--- config.mk ---
export PLATFORM = sky130hd
export DESIGN_NAME = pc_sequencer
export DESIGN_NICKNAME = d
export VERILOG_FILES = /design/src/rtl/pc_sequencer.sv
export SDC_FILE = /design/constraint.sdc
export NUM_CORES = 1
export LEC_CHECK = 0
export ABC_CLOCK_PERIOD_IN_PS = 6350
export BUFFER_PORTS_ARGS = -buffer_cell sky130_fd_sc_hd__clkbuf_2
export CORE_ASPECT_RATIO = 0.9
export CORE_MARGIN = 4
export CORE_UTILIZATION = 44
export CTS_CLUSTER_SIZE = 20
export DETAILED_ROUTE_END_ITERATION = 16
export PLACE_DENSITY_LB_ADDON = 0.2
export SLEW_MARGIN = 30
export SYNTH_ARGS = -nofsm -noshare
export SYNTH_HDL_FRONTEND = slang
export SYNTH_SLANG_ARGS = --single-unit
--- constraint.sdc ---
create_clock -name clk -period 6.35 [get_ports clk]
set_input_delay 0.3175 -clock clk [delete_from_list [all_inputs] [get_ports clk]]
set_output_delay 0.3175 -clock clk [all_outputs]
set_load 0.02 [all_outputs]
--- src/rtl/pc_sequencer.sv ---
// pc_sequencer: resolves one PC-update request per instruction and drives the
// PC-source mux select, PC/EPC write enables and the mux jump-address input.
// Exceptions save EPC and fetch the handler address byte from the vector table.
module pc_sequencer #(
  parameter int unsigned VEC_BASE = 253
) (
  input  logic        clk,
  input  logic        reset_n,
  input  logic        req,
  input  logic [2:0]  pc_op,
  input  logic        zero,
  input  logic        gt,
  input  logic        exc_opcode,
  input  logic        exc_ovf,
  input  logic        exc_div0,
  input  logic [31:0] pc_in,
  input  logic [25:0] instr_index,
  input  logic        mem_ready,
  input  logic [7:0]  mem_data,
  output logic [1:0]  pc_source,
  output logic        pc_write,
  output logic        epc_write,
  output logic [31:0] epc_data,
  output logic [31:0] jump_addr,
  output logic        mem_read,
  output logic [31:0] mem_addr,
  output logic [1:0]  exc_cause,
  output logic        busy,
  output logic        done
);

  localparam logic [31:0] VEC = 32'(VEC_BASE);

  typedef enum logic [2:0] {
    S_IDLE,
    S_RESOLVE,
    S_EXC_SAVE,
    S_EXC_READ,
    S_EXC_LOAD
  } state_t;

  typedef enum logic [2:0] {
    OP_SEQ = 3'b000,
    OP_BEQ = 3'b001,
    OP_BNE = 3'b010,
    OP_BLE = 3'b011,
    OP_BGT = 3'b100,
    OP_J   = 3'b101,
    OP_JR  = 3'b110,
    OP_RTE = 3'b111
  } pc_op_t;

  state_t      r_state, w_state_nxt;

  logic [1:0]  r_pc_source, w_pc_source;
  logic        r_pc_write,  w_pc_write;
  logic        r_epc_write, w_epc_write;
  logic [31:0] r_epc_data,  w_epc_data;
  logic [31:0] r_jump_addr, w_jump_addr;
  logic        r_mem_read,  w_mem_read;
  logic [31:0] r_mem_addr,  w_mem_addr;
  logic [1:0]  r_exc_cause, w_exc_cause;
  logic        r_busy,      w_busy;
  logic        r_done,      w_done;

  logic        w_any_exc;
  logic [31:0] w_vec_offset;

  assign w_any_exc    = exc_opcode | exc_ovf | exc_div0;
  // Cause codes 01/10/11 map to vector offsets 0/1/2.
  assign w_vec_offset = {30'b0, r_exc_cause} - 32'd1;

  // State and registered outputs.
  always_ff @(posedge clk or negedge reset_n) begin
    if (!reset_n) begin
      r_state     <= S_IDLE;
      r_pc_source <= '0;
      r_pc_write  <= 1'b0;
      r_epc_write <= 1'b0;
      r_epc_data  <= '0;
      r_jump_addr <= '0;
      r_mem_read  <= 1'b0;
      r_mem_addr  <= '0;
      r_exc_cause <= '0;
      r_busy      <= 1'b0;
      r_done      <= 1'b0;
    end else begin
      r_state     <= w_state_nxt;
      r_pc_source <= w_pc_source;
      r_pc_write  <= w_pc_write;
      r_epc_write <= w_epc_write;
      r_epc_data  <= w_epc_data;
      r_jump_addr <= w_jump_addr;
      r_mem_read  <= w_mem_read;
      r_mem_addr  <= w_mem_addr;
      r_exc_cause <= w_exc_cause;
      r_busy      <= w_busy;
      r_done      <= w_done;
    end
  end

  // Next state plus the output values that state will present. Decisions are
  // taken from the request-edge inputs and registered immediately, so the
  // latched copy of the request lives in the output registers themselves.
  always_comb begin
    w_state_nxt = r_state;
    w_pc_source = r_pc_source;
    w_pc_write  = 1'b0;
    w_epc_write = 1'b0;
    w_epc_data  = r_epc_data;
    w_jump_addr = r_jump_addr;
    w_mem_read  = 1'b0;
    w_mem_addr  = r_mem_addr;
    w_exc_cause = r_exc_cause;
    w_done      = 1'b0;

    case (r_state)
      S_IDLE: begin
        if (req) begin
          if (w_any_exc) begin
            w_state_nxt = S_EXC_SAVE;
            w_epc_write = 1'b1;
            w_epc_data  = pc_in - 32'd4;
            if (exc_opcode)   w_exc_cause = 2'b01;
            else if (exc_ovf) w_exc_cause = 2'b10;
            else              w_exc_cause = 2'b11;
          end else begin
            w_state_nxt = S_RESOLVE;
            w_exc_cause = 2'b00;
            w_done      = 1'b1;
            case (pc_op_t'(pc_op))
              OP_SEQ: begin w_pc_source = 2'b00; w_pc_write = 1'b1;  end
              OP_BEQ: begin w_pc_source = 2'b01; w_pc_write = zero;  end
              OP_BNE: begin w_pc_source = 2'b01; w_pc_write = !zero; end
              OP_BLE: begin w_pc_source = 2'b01; w_pc_write = !gt;   end
              OP_BGT: begin w_pc_source = 2'b01; w_pc_write = gt;    end
              OP_J: begin
                w_pc_source = 2'b10;
                w_pc_write  = 1'b1;
                w_jump_addr = {pc_in[31:28], instr_index, 2'b00};
              end
              OP_JR:  begin w_pc_source = 2'b00; w_pc_write = 1'b1; end
              OP_RTE: begin w_pc_source = 2'b11; w_pc_write = 1'b1; end
              default: begin w_pc_source = 2'b00; w_pc_write = 1'b1; end
            endcase
          end
        end
      end

      S_RESOLVE: begin
        w_state_nxt = S_IDLE;
      end

      S_EXC_SAVE: begin
        w_state_nxt = S_EXC_READ;
        w_mem_read  = 1'b1;
        w_mem_addr  = VEC + w_vec_offset;
      end

      S_EXC_READ: begin
        if (mem_ready) begin
          w_state_nxt = S_EXC_LOAD;
          w_pc_source = 2'b10;
          w_pc_write  = 1'b1;
          w_done      = 1'b1;
          w_jump_addr = {24'b0, mem_data};
        end else begin
          w_mem_read  = 1'b1;
        end
      end

      S_EXC_LOAD: begin
        w_state_nxt = S_IDLE;
      end

      default: begin
        w_state_nxt = S_IDLE;
      end
    endcase

    w_busy = (w_state_nxt != S_IDLE);
  end

  assign pc_source = r_pc_source;
  assign pc_write  = r_pc_write;
  assign epc_write = r_epc_write;
  assign epc_data  = r_epc_data;
  assign jump_addr = r_jump_addr;
  assign mem_read  = r_mem_read;
  assign mem_addr  = r_mem_addr;
  assign exc_cause = r_exc_cause;
  assign busy      = r_busy;
  assign done      = r_done;

endmodule

**Word-level counts from Yosys, hierarchy flattened**

Index checks and enable logic that the tools add are counted.

- Flip-flop bits (word level): 108
- Output and inout port bits: 105

- Add/sub/neg operators: 3
- Equality and inequality tests: 13
- Mux-type cells: 30
- Bitwise gates (word level): 2
- Reduce and logical (&&, ||, !) cells: 13

Operators by type and width:

| kind | count |
|---|---|
| $mux W32 | 4 |
| $pmux W32 S2 | 1 |
| $sub A32 B3 Y32 const B | 1 |
| $eq A3 B2 Y1 const B | 4 |
| $eq A3 B3 Y1 const B | 4 |
| $mux W2 | 6 |
| $add A9 B3 Y10 const A | 1 |
| $mux W1 | 10 |
| $pmux W3 S3 | 1 |
| $pmux W2 S4 | 1 |
| $reduce_or A4 Y1 | 2 |
| $logic_not A3 Y1 | 2 |
| $mux W3 | 2 |
| $ne A2 B2 Y1 const B | 3 |
| $pmux W1 S2 | 3 |
| $pmux W1 S5 | 1 |
| $reduce_and A5 Y1 | 1 |
| $pmux W2 S2 | 1 |
| $reduce_and A4 Y1 | 1 |
| $eq A3 B1 Y1 const B | 1 |
| $reduce_and A3 Y1 | 1 |
| $reduce_bool A3 Y1 | 1 |
| $sub A2 B1 Y3 const B | 1 |
| $logic_not A1 Y1 | 2 |
| other kinds (5) | 6 |

**Depth between registers and ports, before layout**

- Depth after elaboration: 6
- Depth in mapped cells: 9
- Depth with buffers taken out: 6

**Worst setup path before layout**

OpenSTA, ideal clock, no wires.

- Path kind: input to register
- Start: in pc_in[18]
- End: reg r_epc_data[29] (netlist: epc_data[29])
- Library setup time: 0.082 ns
- Arrival time: 2.247 ns
- Required time: 6.268 ns
- Path slack: 4.021 ns
- Cell stages on the path: 6
- Path buffers: 2
- Cells stage by stage: or4_1 -> buf_2 -> or4_4 -> buf_6 -> or4_1 -> a31oi_1

- Longest elaborated chain between the ends: 1

RTL lines:

| element | line | RTL |
|---|---|---|
| start: declaration | 16 | `input logic [31:0] pc_in,` |
| $sub A32 B3 Y32 | 123 | `w_epc_data = pc_in - 32'd4;` |
| end signal: assignment | 92 | `r_epc_data <= w_epc_data;` |
| end: declaration | 58 | `logic [31:0] r_epc_data, w_epc_data;` |

No other way between the ends.
A chain may end at the register's enable or synchronous reset.

**Worst setup path in the final report**

- Start: reg r_state[0]
- End: reg r_epc_data[20] (netlist: epc_data[20])

- Longest elaborated chain between the ends: 2

RTL lines:

| element | line | RTL |
|---|---|---|
| start: declaration | 53 | `state_t r_state, w_state_nxt;` |
| start signal: assignment | 88 | `r_state <= w_state_nxt;` |
| $logic_not A3 Y1 | 117 | `case (r_state)` |
| $reduce_and A3 Y1 (no line) | - |  |

No other way between the ends.

==> results.txt <==
- Std cell rows: 33
- Worst slack on hold paths: 0.02300 ns
- The synthesized design contains 0 enable-type register cells.
- Gates resized during post-CTS repair numbered 0.
- The die covers 11100 sq um.
- For this design, the slowest cell found on the critical path is or4b_1.
* Cell area after technology mapping: 4170 sq um
- Insertion delay of the later-clocked pin in the worst-skew pair: 0.34 ns
- Buffers inserted to repair hold after CTS numbered 0.
- Leakage: 2.734 nW
- Yosys synthesis warning count: 0
* Crit start category: flip-flop
- Power density over the cells: 451.2 nW/um^2
* Number of antenna violations at the first check in global routing: 0
- Subtracting the final worst setup slack from the clock period gives 2.489 ns.
* Total negative slack: 0 ns
- Maximum achievable frequency: 401.8 MHz
* Number of nets in the layout: 654
* Final HPWL from detailed placement: 7472 um
- Area delta synth->final: 23.34%
- After clock tree synthesis, the clock-pin slew on the worst setup and hold paths is 0.08 ns.
- By startpoint and endpoint, the worst setup path is classified as flip-flop to flip-flop.
* Worst-case clock buffer depth: 2
- Of the cells placed in the final design, the portion with a size suffix greater than 1 is 0.3403.
- First-iteration detailed-routing DRC count: 167
* Largest net degree at the start of global routing: 84
* CP Data Arrival Time: 2.74 ns
- Port-buffer cells: 159
* Crit path capture type: flip-flop
* Diodes inserted: 0
* Starting density of the core: 0.4550
* Root cell of the clock tree: clkbuf_8
* Number of library cell types mapped by synthesis: 37
- Worst vdd ir: 0.1988 mV
- The number of global-route vias before repair is 3353.
- In the routed layout, each cell is associated on average with a via count of 4.963.
- Worst hold path type: primary input to asynchronous set/reset pin
- Crit path max fanout: 38
* DRC violation count after routing: 0
- CTS Sinks: 83
- Hold Fails Final Rpt: 0
- The count of cells in the finished layout, fillers not included, comes to 698.
* Final clock skew: 0.01003 ns
- Headroom to the max-slew limit came out at 0.5022.
- From bottom edge to top edge, the die measures 100.4 um.
- Ports: 183
- Period utilization: 0.3919
- In this design, the largest share of critical-path delay is due to simple AND/OR/NAND/NOR gates.
* Cell chain of the critical path: or4b_1 -> or2_2 -> inv_2 -> nor2_1 -> a31oi_1
* Average wire length per cell after detail routing: 14.19 um
- GRT overflow: 0
- Total count of max-transition violations in the final report: 0
- Setup violations remaining at the end of the flow were counted as 0.
- Of the synthesized area, sequential elements account for 0.4980.
* Number of placed cells counting well taps: 683
* MaxCap Viol Count: 0
* Core region area: 9166 sq um
* Flip-flop and latch count after synthesis: 83
- For this run, the leading register cell type out of synthesis is dfrtp_1.
- Delay of the slowest cell on the worst path: 0.61 ns
- The average instance in the mapped netlist occupies 9.812 sq um.
- Antenna violation net count after detailed routing: 0
- GRT Total Usage: 0.1796
* H-tree level count: 3
- The first global-routing pass estimated 16390 um of wire.
- At the pin with the least slew margin, the transition time is 0.7467 ns.
* TritonCTS clock tree: done
- Gate Count Post-Synth: 425
- The number of buffers and inverters on the critical path is 1.
- For this run, asynchronously set or reset flops after synthesis account for 1.000.
- At the end of routability-driven placement, the weighted congestion stood at 0.8133.
- The die is 110.6 um wide.
* Number of buffers inserted by post-CTS setup repair: 0
* CTS Buf Count: 9
- The final route contains 3464 vias.
- Setup repair after global routing missed its margin: no
- The first detailed-routing pass ran for 4 iterations.
- Status: finished, final reports clean
- After detailed routing, the total wire length is 9904 um.
* Data required time of the worst path: 6.60 ns
## power by group
group          internal, mW  switching, mW  leakage, nW  total, mW
Clock                 0.150          0.184       0.0774      0.334
Sequential            0.773          0.137        0.977      0.910
Combinational         0.381          0.696         1.68       1.08
Total                  1.30           1.02         2.73       2.32
## area by class of cell
type	count	area (sq um)
Fill cell	867	4023
Sequential cell	83	2077
Multi-Input combinational cell	284	1788
Timing Repair Buffer	160	829.5
Tap cell	122	152.6
Clock buffer	11	141.4
Inverter	34	127.6
Clock inverter	4	27.53
## stage by stage
stage | power, mW | setup slack (ns) | util | cell area [sq um]
6_report | 2.321 | 3.861 | 0.5612 | 5144
5_1_grt | 2.498 | 3.637 | 0.5612 | 5144
4_1_cts | 2.354 | 3.479 | 0.5612 | 5144
3_5_place_dp | 2.016 | 3.488 | 0.5427 | 4975
3_3_place_gp | 1.979 | 3.565 | 0.5390 | 4941
2_1_floorplan | 1.620 | 4.021 | - | 4253
## state kept, by name (all words and copies together), names as in the netlist
name and flops:
busy 1, pc_write 1, mem_read 1, r_state 3, exc_cause 2, epc_data 32
epc_write 1, mem_addr 7, jump_addr 32, done 1, pc_source 2
## cells in the mapped netlist, types with 4 or more instances
master    count  area share
dfrtp_1      83        0.50
xor2_1        7       0.015
or2_2         5      0.0075
nor3_1        5      0.0060
inv_1        34       0.031
or3_1         8       0.012
ha_1          4       0.012
or4_1        20       0.036
a31oi_1      17       0.026
nor4_1        4      0.0060
buf_2         6      0.0072
xnor2_1       5       0.011
nor2_1       26       0.023
buf_4        25       0.045
clkbuf_1     14       0.013
o31ai_1      15       0.027
a21oi_1       4      0.0048
nand3_1       5      0.0060
nand2_1      56       0.050
o21ai_0      19       0.023
mux2i_1      24       0.058
mux2_2       13       0.035
## worst paths after layout
kind	to	cells past startpoint	start	slack, ns
hold reg to reg	epc_data[0]	2	epc_data[0]	0.48
min in group clk	epc_data[0]	3	pc_in[0]	0.18
max in group asynchronous	jump_addr[4]	1	reset_n	5.83
setup / recovery	epc_data[20]	5	r_state[0]	3.86
hold / removal	mem_addr[2]	1	reset_n	0.02
setup reg to reg	epc_data[20]	5	r_state[0]	3.86
## layer usage
metal | GRT usage | vias to the layer above | part of all wire
met3 | 0.04039 | 9 | 0.071
met2 | 0.2729 | 134 | 0.44
met4 | 0.05492 | 0 | 0.011
met5 | 0 | - | 0
met1 | 0.2579 | 1605 | 0.48
li1 | - | 1716 | -
## cells in the final DEF (no fill, tap or decap), drive strengths merged, types with 3 or more instances in the layout
cell and instances:
clkbuf 169, o31ai 15, or2 5, xor2 7
nand2 56, and3 3, nor3 5, o21ai 19
nand3 5, clkinvlp 3, nor2 26, dfrtp 83
conb 23, a21oi 4, or4 21, a31oi 17
xnor2 5, mux2 16, inv 34, or3 8
mux2i 24, nor2b 3, nor4 4, nand4 3
ha 4
## cells by family (layout without fill, tap and decap cells)
| family | count (synthesis) | count (layout) | synth area share |
|---|---|---|---|
| buffers and inverters | 80 | 209 | 0.09811 |
| muxes | 40 | 40 | 0.1008 |
| other | 1 | 23 | 0.0008992 |
| xor gates and xnor gates | 12 | 12 | 0.02520 |
| AOI/OAI and AO/OA | 61 | 61 | 0.09211 |
| and+or+nand+nor | 144 | 144 | 0.1728 |
| adders and majority gates | 4 | 4 | 0.01200 |
| DFF | 83 | 83 | 0.4980 |
No activity file was read; power rests on OpenSTA's default activity.
